$ cat config.mk
export PLATFORM = sky130hd
export DESIGN_NAME = path_walker
export DESIGN_NICKNAME = d
export VERILOG_FILES = /design/src/rtl/path_walker.sv
export SDC_FILE = /design/constraint.sdc
export NUM_CORES = 1
export LEC_CHECK = 0
export ABC_AREA = 1
export BUFFER_PORTS_ARGS = -buffer_cell sky130_fd_sc_hd__buf_4
export CORE_MARGIN = 10
export CORE_UTILIZATION = 49
export CTS_CLUSTER_SIZE = 28
export DETAILED_ROUTE_END_ITERATION = 7
export PLACE_DENSITY = 0.86
export SLEW_MARGIN = 20
export SYNTH_ARGS = -nofsm -noshare
export SYNTH_HDL_FRONTEND = slang
export SYNTH_SLANG_ARGS = --single-unit
$ cat constraint.sdc
create_clock -name CLK -period 1.9 [get_ports CLK]
set_input_delay 0.38 -clock CLK [delete_from_list [all_inputs] [get_ports CLK]]
set_output_delay 0.38 -clock CLK [all_outputs]
set_load 0.01 [all_outputs]
$ cat src/rtl/path_walker.sv
// Walks a planner edge list backwards through the shared edge RAM and streams the
// resulting pose chain (startPose .. endPose) over a valid/ready handshake.
//   state | meaning
//   IDLE  | waiting for start
//   EMIT  | pose_out valid, waiting for handshake
//   FETCH | drive RAM address for the next edge
//   WAIT  | RAM read latency
//   CHECK | resolve next pose from the edge's pose pair
//   DONE  | one-cycle done pulse
//   ERR   | raise sticky error, return to IDLE
module path_walker #(
    parameter int MAX_EDGE = 10,
    parameter int EDGE_W   = 11,
    parameter int POSE_W   = 8,
    parameter int EDGE_NUM = 1034
) (
    input  logic                         CLK,
    input  logic                         RST_n,
    input  logic                         start,
    input  logic [3:0]                   pathLen,
    input  logic [MAX_EDGE*EDGE_W-1:0]   selectEdge,
    input  logic [POSE_W-1:0]            startPose,
    input  logic [POSE_W-1:0]            endPose,
    output logic [EDGE_W-1:0]            ramAddress,
    input  logic [2*POSE_W-1:0]          RAMData,
    output logic [POSE_W-1:0]            pose_out,
    output logic                         pose_valid,
    input  logic                         pose_ready,
    output logic                         busy,
    output logic                         done,
    output logic                         error,
    output logic [1:0]                   errCode
);

    typedef enum logic [2:0] {
        IDLE, EMIT, FETCH, WAIT, CHECK, DONE, ERR
    } state_t;

    state_t                       state_q, state_d;
    logic [MAX_EDGE*EDGE_W-1:0]   sel_edge_q, sel_edge_d;
    logic [3:0]                   idx_q, idx_d;
    logic [3:0]                   left_q, left_d;
    logic [POSE_W-1:0]            end_q, end_d;
    logic [POSE_W-1:0]            pose_out_q, pose_out_d;
    logic                         pose_valid_q, pose_valid_d;
    logic [EDGE_W-1:0]            ram_addr_q, ram_addr_d;
    logic                         busy_q, busy_d;
    logic                         error_q, error_d;
    logic [1:0]                   err_code_q, err_code_d;

    logic [EDGE_W-1:0]            edge_sel;
    logic [POSE_W-1:0]            first_pose;
    logic [POSE_W-1:0]            second_pose;

    assign edge_sel    = sel_edge_q[idx_q*EDGE_W +: EDGE_W];
    assign first_pose  = RAMData[2*POSE_W-1:POSE_W];
    assign second_pose = RAMData[POSE_W-1:0];

    always_ff @(posedge CLK) begin
        if (!RST_n) begin
            state_q      <= IDLE;
            sel_edge_q   <= '0;
            idx_q        <= '0;
            left_q       <= '0;
            end_q        <= '0;
            pose_out_q   <= '0;
            pose_valid_q <= 1'b0;
            ram_addr_q   <= '0;
            busy_q       <= 1'b0;
            error_q      <= 1'b0;
            err_code_q   <= 2'd0;
        end else begin
            state_q      <= state_d;
            sel_edge_q   <= sel_edge_d;
            idx_q        <= idx_d;
            left_q       <= left_d;
            end_q        <= end_d;
            pose_out_q   <= pose_out_d;
            pose_valid_q <= pose_valid_d;
            ram_addr_q   <= ram_addr_d;
            busy_q       <= busy_d;
            error_q      <= error_d;
            err_code_q   <= err_code_d;
        end
    end

    always_comb begin
        state_d      = state_q;
        sel_edge_d   = sel_edge_q;
        idx_d        = idx_q;
        left_d       = left_q;
        end_d        = end_q;
        pose_out_d   = pose_out_q;
        pose_valid_d = pose_valid_q;
        ram_addr_d   = ram_addr_q;
        busy_d       = busy_q;
        error_d      = error_q;
        err_code_d   = err_code_q;

        case (state_q)
            IDLE: begin
                if (start) begin
                    sel_edge_d = selectEdge;
                    end_d      = endPose;
                    error_d    = 1'b0;
                    err_code_d = 2'd0;
                    busy_d     = 1'b1;
                    if (pathLen == 4'd0 || pathLen > 4'(MAX_EDGE)) begin
                        err_code_d = 2'd1;
                        state_d    = ERR;
                    end else begin
                        pose_out_d   = startPose;
                        idx_d        = pathLen - 4'd1;
                        left_d       = pathLen;
                        pose_valid_d = 1'b1;
                        state_d      = EMIT;
                    end
                end
            end
            EMIT: begin
                if (pose_ready) begin
                    pose_valid_d = 1'b0;
                    if (left_q == 4'd0) begin
                        if (pose_out_q == end_q) begin
                            state_d = DONE;
                        end else begin
                            err_code_d = 2'd3;
                            state_d    = ERR;
                        end
                    end else begin
                        state_d = FETCH;
                    end
                end
            end
            FETCH: begin
                // An illegal index never reaches the RAM address bus.
                if (edge_sel >= EDGE_W'(EDGE_NUM)) begin
                    err_code_d = 2'd2;
                    state_d    = ERR;
                end else begin
                    ram_addr_d = edge_sel;
                    state_d    = WAIT;
                end
            end
            WAIT: begin
                state_d = CHECK;
            end
            CHECK: begin
                if (first_pose == pose_out_q && second_pose != pose_out_q) begin
                    pose_out_d   = second_pose;
                    idx_d        = idx_q - 4'd1;
                    left_d       = left_q - 4'd1;
                    pose_valid_d = 1'b1;
                    state_d      = EMIT;
                end else if (second_pose == pose_out_q && first_pose != pose_out_q) begin
                    pose_out_d   = first_pose;
                    idx_d        = idx_q - 4'd1;
                    left_d       = left_q - 4'd1;
                    pose_valid_d = 1'b1;
                    state_d      = EMIT;
                end else begin
                    err_code_d = 2'd3;
                    state_d    = ERR;
                end
            end
            DONE: begin
                busy_d  = 1'b0;
                state_d = IDLE;
            end
            ERR: begin
                error_d      = 1'b1;
                busy_d       = 1'b0;
                pose_valid_d = 1'b0;
                state_d      = IDLE;
            end
            default: begin
                state_d = IDLE;
            end
        endcase
    end

    assign ramAddress = ram_addr_q;
    assign pose_out   = pose_out_q;
    assign pose_valid = pose_valid_q;
    assign busy       = busy_q;
    assign done       = (state_q == DONE);
    assign error      = error_q;
    assign errCode    = err_code_q;

endmodule

==> implementation parameters <==
Parameter                              Value

Clocking
  Insertion delay of the later-clocked pin in the worst-skew pair    0.43 ns
  Hold_buf cts    0
  CTS Buf Count    17
  Clock root buffer    sky130_fd_sc_hd__clkbuf_16
  Max Root-Sink Buffers    2
  Count of clock tree sinks    153
  Reg clk slew, reported paths    0.06 ns
  H-tree depth    4
  CTS tree    built

Die
  Chip Width    142 um
  Die ar.    0.0201 mm2
  Die boundary height    142 um
  Number of cell rows    44
  Core Region    0.0145 mm2
  Effective utilization at floorplan    50.1%
  Num ports    175

Job
  Max cap viols    0

Logic synthesis
  Cell Area, Synth    0.00727 mm2
  Top_reg_cell synth    sky130_fd_sc_hd__dfxtp_1
  Post-synthesis adder-cell area fraction    0.688%
  Post-synthesis cell count    1,041
  Async SR Flop Fraction    0%
  Multiplexer area fraction after synthesis    0.774%
  Flops & latches, synth    153
  Post-synthesis simple-gate area fraction    20.2%
  Share of Yosys cell area claimed by the top area cell type    42.1%
  Number of different library cells in the post-synthesis netlist    37
  Main combinational cell family by area after synthesis    compound AO/OA/AOI/OAI gates
  Post-synth EDFFs    0
  Count of yosys warnings during synthesis    0
  Sequential area share after synthesis    42.1%
  Largest area contributor in the synthesized netlist    sky130_fd_sc_hd__dfxtp_1
  Syn Area/Cell    6.99 um2
  Count leader, synth    sky130_fd_sc_hd__nand2_1
  Top cells by area, synth    sky130_fd_sc_hd__dfxtp_1 42%, sky130_fd_sc_hd__a21oi_1 9.8%, sky130_fd_sc_hd__nand2_1 9.8%
  Fraction of the mapped netlist area in compound gates    22.3%
  Total nets after synthesis    1,195
  Post-synth top cells    189 x sky130_fd_sc_hd__nand2_1, 153 x sky130_fd_sc_hd__dfxtp_1, 142 x sky130_fd_sc_hd__a21oi_1, 136 x sky130_fd_sc_hd__o21ai_0, 117 x sky130_fd_sc_hd__inv_1
  Xor and xnor area share after synthesis    2.41%

Power
  Worst ir drop on vdd    0.00104 V
  Fraction of power spent switching nets    41.0%
  Internal Pwr Total    10.3 mW
  Clock Power Share    19.4%
  Total power density per cell area    1680 mW/mm2
  Leakage Power    4.66 nW
  Switching power of the nets    7.18 mW
  Fraction of power consumed by sequential logic    28.1%
  Comb power frac    52.5%

STA
  Final setup vio count    32
  Unrepaired setup endpoints after global routing    yes
  Final setup margin    -0.336 ns
  Fmax    447 MHz
  Final setup skew    0.0108 ns
  Worst-Margin Slew    0.426 ns
  Final clock period utilization by the worst path    118%
  Final critical-path required period    2.24 ns
  Max transition margin    71.2%
  Total count of max-transition violations in the final report    0
  Number of hold violations in the final report    0

Drt
  Top routing layer in use    met4
  Post-detailed-routing wire length    25,000 um
  Number of iterations in the first detailed-routing pass    6
  DRC violation total after the first TritonRoute iteration    725
  DRT met1 WL    9920 um
  Routed wl met3    2180 um
  Number of DRC violations after detailed routing    0
  Average vias per placed instance    5.55
  Final routed wire length divided by cell count    17.2 um
  Number of vias after detailed routing    8,054
  Amount of wire on met2 after detailed routing    12,000 um
  Number of nets still failing antenna checks after routing    0

Outcome
  Violated checks    setup timing
  Outcome    finished, violations left

Min path
  Hold endpoint    pose_out[5]$_SDFFE_PN0P_
  Cells on Worst Hold Path    3
  Worst min-delay path category    input port to register
  Hold wc startpoint    startPose[5]

Setup path
  Crit end category    register
  Worst EP arrival    2.55 ns
  Slack of the worst reg-to-reg path    -0.34 ns
  Source of the worst register-to-register timing path    idx_q[0]$_SDFFE_PN0P_
  R2R cell count    12
  Required time at the endpoint of the critical path    2.22 ns
  Largest fanout on the critical path    7
  R2R Path End    ramAddress[1]$_SDFFE_PN0P_
  Worst Setup Start Kind    register
  Setup Crit Path Kind    register to register

Global route
  Number of global-route vias before repair    7,728
  Overflow after GRT    0
  Overall track demand over capacity in global routing    23.1%
  Number of antenna violations at the first check in global routing    0
  Pin count of the biggest net entering global routing    95
  Wire length of the first global-routing pass    38,000 um

Finish
  Antenna fix cells    0
  Fraction of final layout cells sized beyond drive strength 1    31.2%
  Final net count    1,407
  Number of filler instances in the final layout    1,103
  Layout overhead on the synthesized area    42.9%
  Final Util    71.5%

Placement
  GPL Wtd Cong    0.930
  Number of input and output port buffers inserted    174
  Half-perimeter wire length after detailed placement    17,100 um
  Setup slack after placement    -0.451 ns
stage by stage:
step / TNS, ns / power, mW / cell area, um2 / cells / hold slack (ns)
after global routing: -9.67 / 18.5 / 10400 / 1450 / 0.226
after CTS: -4.73 / 16.5 / 10100 / 1442 / 0.207
final: -7.19 / 17.5 / 10400 / 1450 / 0.209
after floorplan: -0.287 / 9.49 / 7310 / 1041 / 0.424
after detailed placement: -10.37 / 12.4 / 9170 / 1401 / 0.438
after global placement: -7.66 / 12.1 / 9170 / 1401 / 0.432
cells in the final DEF, fill, tap and decap left out, drive strengths merged:
cell type / instances
a211oi: 2
a21oi: 142
a22oi: 1
a31oi: 9
a32o: 1
and3: 1
and3b: 1
buf: 264
bufinv: 2
clkbuf: 27
clkinv: 5
dfxtp: 153
ha: 4
inv: 123
mux2: 5
nand2: 191
nand3: 99
nand4: 1
nor2: 46
nor3: 5
nor3b: 1
nor4: 2
o211ai: 8
o21ai: 146
o21bai: 1
o311ai: 1
o31ai: 2
or2: 3
xnor2: 4
xor2: 16
per-layer routing:
metal | track usage, % | up-vias
met5 | 0 | -
met4 | 9.31 | 0
met3 | 6.68 | 78
met2 | 38.7 | 412
met1 | 27.1 | 3709
li1 | - | 3855
timing repair:
item,4_1_cts,5_1_grt
pin swaps,20,23
cloned,5,2
resized for setup,68,55
setup buffers,4,6
endpoints found under the setup margin,32,32
sequential cells by signal (all words and copies together) (netlist names):
| name | count |
|---|---|
| sel_edge_q | 110 |
| ramAddress | 11 |
| end_q | 8 |
| pose_out | 8 |
| idx_q | 4 |
| left_q | 4 |
| state_q | 3 |
| errCode | 2 |
| busy | 1 |
| error | 1 |
| pose_valid | 1 |
power by group through the flow:
stage / Sequential [mW] / Combinational (mW) / Clock, mW
6_report: 4.91 / 9.19 / 3.39
3_5_place_dp: 4.88 / 7.49 / 0
5_1_grt: 5.01 / 9.99 / 3.52
4_1_cts: 4.87 / 8.24 / 3.38
2_1_floorplan: 4.88 / 4.61 / 0
3_3_place_gp: 4.82 / 7.31 / 0
cell type report:
type | count | area (um2) | share of cell area [%]
multi-input combinational | 692 | 3720 | 35.8
clock buffer | 25 | 505 | 4.86
timing repair buffer | 266 | 2270 | 21.9
inverter | 122 | 483 | 4.65
sequential | 153 | 3080 | 29.7
tap | 184 | 230 | 2.22
timing repair inverter | 1 | 6.26 | 0.0602
clock inverter | 7 | 88.8 | 0.855
logic make-up (layout without fill, tap and decap cells):
family / Yosys count / count (layout)
AO/OA/AOI/OAI: 313 / 313
XOR/XNOR: 20 / 20
adder cells (fa/ha/maj): 4 / 4
buffers and inverters: 197 / 421
flip-flops: 153 / 153
multiplexers: 5 / 5
AND/OR/NAND/NOR: 349 / 350
worst max-delay path by stage:
stage	start	end	slack, ns
6_report	idx_q[0]$_SDFFE_PN0P_	ramAddress[1]$_SDFFE_PN0P_	-0.34
5_1_grt	idx_q[0]$_SDFFE_PN0P_	errCode[0]$_SDFFE_PN0P_	-0.40
4_1_cts	pose_out[4]$_SDFFE_PN0P_	pose_out[3]$_SDFFE_PN0P_	-0.21
3_5_place_dp	RAMData[9]	pose_out[3]$_SDFFE_PN0P_	-0.45
3_3_place_gp	RAMData[12]	pose_out[2]$_SDFFE_PN0P_	-0.33
2_1_floorplan	RAMData[15]	pose_out[2]$_SDFFE_PN0P_	-0.03
critical path: stages, from the launching register on:
cell and delay, ns:
sky130_fd_sc_hd__dfxtp_4 0.41, sky130_fd_sc_hd__clkbuf_16 0.17, sky130_fd_sc_hd__o211ai_1 0.25, sky130_fd_sc_hd__nand3_2 0.15, sky130_fd_sc_hd__nand3_2 0.10, sky130_fd_sc_hd__nand2_2 0.09
sky130_fd_sc_hd__nor2_2 0.22, sky130_fd_sc_hd__nor2_4 0.07, sky130_fd_sc_hd__o21bai_4 0.19, sky130_fd_sc_hd__buf_4 0.16, sky130_fd_sc_hd__nand2_4 0.08, sky130_fd_sc_hd__o21ai_1 0.17
sky130_fd_sc_hd__nor2_1 0.06
No activity file was read; power rests on OpenSTA's default activity.
